`config.mk`:
```
export PLATFORM = sky130hd
export DESIGN_NAME = permutation_inverse
export DESIGN_NICKNAME = d
export VERILOG_FILES = /design/src/rtl/permutation_inverse_pkg.sv /design/src/rtl/inverse_permutation_function.sv /design/src/rtl/permutation_inverse.sv
export SDC_FILE = /design/constraint.sdc
export NUM_CORES = 1
export LEC_CHECK = 0
export CAP_MARGIN = 20
export CORE_MARGIN = 5
export CORE_UTILIZATION = 47
export CTS_CLUSTER_SIZE = 8
export DETAILED_ROUTE_END_ITERATION = 8
export PLACE_DENSITY = 0.8
export SLEW_MARGIN = 15
export SYNTH_ARGS = -nofsm -noshare
export SYNTH_HDL_FRONTEND = slang
export SYNTH_HIERARCHICAL = 1
export SYNTH_SLANG_ARGS = --single-unit
```
`constraint.sdc`:
```
create_clock -name clk -period 2.1 [get_ports clk]
set_input_delay 0.315 -clock clk [delete_from_list [all_inputs] [get_ports clk]]
set_output_delay 0.315 -clock clk [all_outputs]
set_load 0.005 [all_outputs]
```
`src/rtl/permutation_inverse_pkg.sv`:
```
// rtl/permutation_inverse_pkg.sv - shared FSM encoding, round limit and lane-index helpers
package permutation_inverse_pkg;

    typedef enum logic [1:0] {
        ST_IDLE = 2'd0,
        ST_RUN  = 2'd1,
        ST_DONE = 2'd2
    } state_e;

    localparam int MAX_ROUNDS = 24;
    localparam int GRID       = 5;
    localparam int LANES      = GRID * GRID;

    // Flat bit index of lane (x,y) in the state vector.
    function automatic int lane_idx(input int x, input int y);
        return GRID * y + x;
    endfunction

endpackage

```
`src/rtl/inverse_permutation_function.sv`:
```
// rtl/inverse_permutation_function.sv - one combinational inverse lane-permutation round
module inverse_permutation_function
    import permutation_inverse_pkg::*;
#(
    parameter int WIDTH = 25
) (
    input  logic [WIDTH-1:0] state_in,
    output logic [WIDTH-1:0] state_out
);

    // out[x][y] = in[y][2*(x-y) mod 5]; the +10 keeps the modulus operand non-negative.
    always_comb begin
        state_out = '0;
        for (int x = 0; x < GRID; x++) begin
            for (int y = 0; y < GRID; y++) begin
                state_out[lane_idx(x, y)] = state_in[lane_idx(y, (2 * (x - y) + 10) % GRID)];
            end
        end
    end

endmodule

```
`src/rtl/permutation_inverse.sv`:
```
// rtl/permutation_inverse.sv - multi-round inverse permutation engine with start/done handshake
module permutation_inverse
    import permutation_inverse_pkg::*;
#(
    parameter int WIDTH = 25
) (
    input  logic             clk,
    input  logic             rst,
    input  logic             start,
    input  logic [4:0]       rounds,
    input  logic [WIDTH-1:0] data_in,
    output logic             ready,
    output logic             done,
    output logic             valid,
    output logic [WIDTH-1:0] result
);

    state_e           state_q, state_d;
    logic [WIDTH-1:0] data_q, data_d;
    logic [4:0]       cnt_q, cnt_d;
    logic [4:0]       rounds_q, rounds_d;
    logic             valid_q, valid_d;

    logic [WIDTH-1:0] round_out;
    logic [4:0]       rounds_sat;

    inverse_permutation_function #(.WIDTH(WIDTH)) u_round (
        .state_in  (data_q),
        .state_out (round_out)
    );

    // Clamp requested round count; one full period is MAX_ROUNDS.
    always_comb begin
        rounds_sat = (rounds > 5'(MAX_ROUNDS)) ? 5'(MAX_ROUNDS) : rounds;
    end

    // Next-state, datapath and round counter control.
    always_comb begin
        state_d  = state_q;
        data_d   = data_q;
        cnt_d    = cnt_q;
        rounds_d = rounds_q;
        valid_d  = valid_q;
        case (state_q)
            ST_IDLE: begin
                if (start) begin
                    data_d   = data_in;
                    rounds_d = rounds_sat;
                    cnt_d    = 5'd0;
                    valid_d  = 1'b0;
                    state_d  = (rounds_sat == 5'd0) ? ST_DONE : ST_RUN;
                end
            end
            ST_RUN: begin
                data_d = round_out;
                cnt_d  = cnt_q + 5'd1;
                if (cnt_q == rounds_q - 5'd1) begin
                    state_d = ST_DONE;
                end
            end
            ST_DONE: begin
                valid_d = 1'b1;
                state_d = ST_IDLE;
            end
            default: begin
                state_d = ST_IDLE;
            end
        endcase
    end

    // State register; reset aborts any run without a done pulse.
    always_ff @(posedge clk or negedge rst) begin
        if (!rst) begin
            state_q  <= ST_IDLE;
            data_q   <= '0;
            cnt_q    <= 5'd0;
            rounds_q <= 5'd0;
            valid_q  <= 1'b0;
        end else begin
            state_q  <= state_d;
            data_q   <= data_d;
            cnt_q    <= cnt_d;
            rounds_q <= rounds_d;
            valid_q  <= valid_d;
        end
    end

    // Handshake outputs decoded from the state; valid also covers the done cycle.
    always_comb begin
        ready  = (state_q == ST_IDLE);
        done   = (state_q == ST_DONE);
        valid  = valid_q | (state_q == ST_DONE);
        result = data_q;
    end

endmodule

```
==> impl_metrics.ini <==
[worst_setup_path]
r2r_start = rounds_q[0]
ff2ff_setup_slack_ns = 0.45
worst_ep_arrival_time_ns = 1.61
critical_path_class = flop to output port
critical_path.startpoint_type = flop
cp-startpoint = state_q[1]
timing.reg2reg.worst_path_depth = 5
cp_data_required_time_ns = 1.78
critical_path_peak_fanout = 4
crit-reg2reg-capture = state_q[0]
crit_path_end_kind = output port

[grt]
pin_count_of_the_biggest_net_entering_global_routing = 39
globalRouteOverflowTotal = 0
grt_first_pass_wirelength_mm = 7.09
antenna_violations_before_repair = 0
grt_pass1_vias = 1470
grt.total_usage_pct = 14.9

[timing]
post-route-min-period_ns = 1.93
max_clock_freq_mhz = 519
setup-tns-final_ns = 0
relSlewSlack_pct = 44.1
maxSlewViolCount = 0
final-setup-viol-count = 0
final_hold_viol_count = 0
tightestPinTransition_ns = 0.838
clock_skew_ns = 0.00444
period_share_pct = 91.8
rsz0062_at_grt = no

[layout]
num_antenna_cells = 0
design.final.nets = 273
areaGrowthSynthToFinish_pct = 26.9
finalCoreUtilization_pct = 60.8
layout-drive-gt1-share_pct = 9.21

[clocking]
max-clock-path-buffers = 2
cts_setup_buffers = 0
h_tree_lvls = 2
cts_root_buffer = sky130_fd_sc_hd__clkbuf_8
cts_hold_buf = 0
cts.clk_slew.worst_paths_ns = 0.07
clkLatencyLatePin_ns = 0.29
total_cts_buffers = 5
clock_sinks = 38
cts_tree = yes
cts-resized-gates = 0

[logic_synthesis]
syn_area_mm2 = 0.00207
yosys_register_bits = 38
largest_family_of_logic_cells_by_synthesized_area = multiplexers
synth_most_common_cell = sky130_fd_sc_hd__dfrtp_1
post_synth_most_frequent_cells = 38 x sky130_fd_sc_hd__dfrtp_1, 33 x sky130_fd_sc_hd__nand2_1, 29 x sky130_fd_sc_hd__o21ai_0
ys_warn_count = 6
synth_cells = 202
synth.mux.area_fraction_pct = 13.7
synth-simple-area-share_pct = 10.7
synthAdderAreaFrac_pct = 1.21
synth_top_area_share_pct = 45.9
synth-edff-count = 0
synth_area_leader_cell = sky130_fd_sc_hd__dfrtp_1
avgSynthCellArea_um2 = 10.3
syn-num-nets = 237
synth.area.top_cells = sky130_fd_sc_hd__dfrtp_1 46%, sky130_fd_sc_hd__mux2i_1 12%, sky130_fd_sc_hd__buf_4 9.1%
synthesized_area_fraction_occupied_by_xor_and_xnor_cells_pct = 4.17
synth_compound_gate_area_share_pct = 10.8
synth_flop_cell = sky130_fd_sc_hd__dfrtp_1
synth-seq-area-share_pct = 45.9
yosys.cell_types.count = 31
synth-async-reset-ratio_pct = 100

[power_and_ir_drop]
totalPowerFinal_w = 0.00399
worst_ir_drop_on_vdd_uv = 891
p_per_area_mw_per_mm2 = 1520
p_leak_nw = 1.16

[floorplanning]
placement_rows = 24
top_level_ports = 61
core_mm2 = 0.00432
die-height_um = 76.4
floorplan.initialDensity_pct = 47.9
fp.dieW_um = 76.4
floorplan.die_area_mm2 = 0.00583

[route]
wire_per_inst_um = 14.2
detail-route-antenna-nets = 0
iter_0_drt_violations = 51
drcViolationCount = 0
postRouteWirelength_mm = 4.15
via_per_inst = 5.02
drt_pre_antenna_iters = 3
routed-via-count = 1460

[placement]
final_weighted_congestion_in_routability_driven_placement = 0.782
place.port_buffers = 60
detailed_place_hpwl_mm = 3.09

[run]
maxCapViolCount = 0

[status]
run_status = completed

[min_path]
hold_class = input pin to async pin
worst max-delay path, stage by stage, from the launching register on:
cell and delay [ns]:
sky130_fd_sc_hd__dfrtp_1 0.43, sky130_fd_sc_hd__nor2b_1 0.16, sky130_fd_sc_hd__or2_2 0.29, sky130_fd_sc_hd__clkdlybuf4s50_1 0.45
cells in the final DEF (no fill, tap or decap), types with 3 or more instances in the layout:
master                             n
sky130_fd_sc_hd__a22o_1            3
sky130_fd_sc_hd__clkbuf_8          6
sky130_fd_sc_hd__clkdlybuf4s50_1  59
sky130_fd_sc_hd__dfrtp_1          38
sky130_fd_sc_hd__inv_1             3
sky130_fd_sc_hd__mux2_2            3
sky130_fd_sc_hd__mux2i_1          25
sky130_fd_sc_hd__nand2_1          33
sky130_fd_sc_hd__nor2_1            3
sky130_fd_sc_hd__o21ai_0          29
sky130_fd_sc_hd__xnor2_1           7
logic make-up after synthesis:
family	after synthesis
AND/OR/NAND/NOR	48
multiplexers	28
XOR/XNOR	9
buffers and inverters	38
AO/OA/AOI/OAI	39
adder cells (fa/ha/maj)	2
flip-flops	38
per-stage QoR:
stage               std cells  worst slack (ns)  hold slack, ns  instance area (um^2)
finish                    291             0.172           0.131                  2630
global route              291             0.114           0.210                  2630
CTS                       291             0.160           0.168                  2630
detailed placement        283             0.338           0.475                  2540
global placement          283             0.377           0.470                  2540
floorplan                 202             0.654          0.0194                  2070
sequential cells by signal, summed over array words and instances, names as in the netlist:
signal / count
cnt_q: 5
state_q: 2
result: 25
rounds_q: 5
valid_q: 1
power by group:
group | leakage (nW) | internal [W] | switching [W] | total (W)
logic | 0.640 | 0.00119 | 0.000849 | 0.00204
clock network | 0.0482 | 0.000265 | 0.000246 | 0.000510
registers | 0.470 | 0.00110 | 0.000343 | 0.00144
total | 1.16 | 0.00256 | 0.00144 | 0.00399
per-layer routing:
layer | GRT usage [%] | part of all wire [%] | wire (um)
met1 | 19.0 | 45 | 1880
met2 | 24.1 | 49 | 2020
met3 | 2.96 | 3.5 | 147
met4 | 6.99 | 2.4 | 99
met5 | 0 | 0 | 0
worst max-delay path by stage:
stage | endpoint | slack (ns) | depth (start not counted)
floorplan | state_q[0] | 0.65 | 5
global placement | state_q[1] | 0.38 | 5
detailed placement | state_q[1] | 0.34 | 5
CTS | valid | 0.16 | 3
global route | valid | 0.11 | 3
finish | valid | 0.17 | 3
cell type report:
| class | instances | area, um^2 |
|---|---|---|
| Clock inverter | 1 | 5.00 |
| Sequential cell | 38 | 951 |
| Clock buffer | 7 | 86.3 |
| Fill cell | 373 | 1700 |
| Tap cell | 52 | 65.1 |
| Inverter | 3 | 11.3 |
| Timing Repair Buffer | 64 | 651 |
| Multi-Input combinational cell | 126 | 858 |
(Power assumes the default switching activity.)
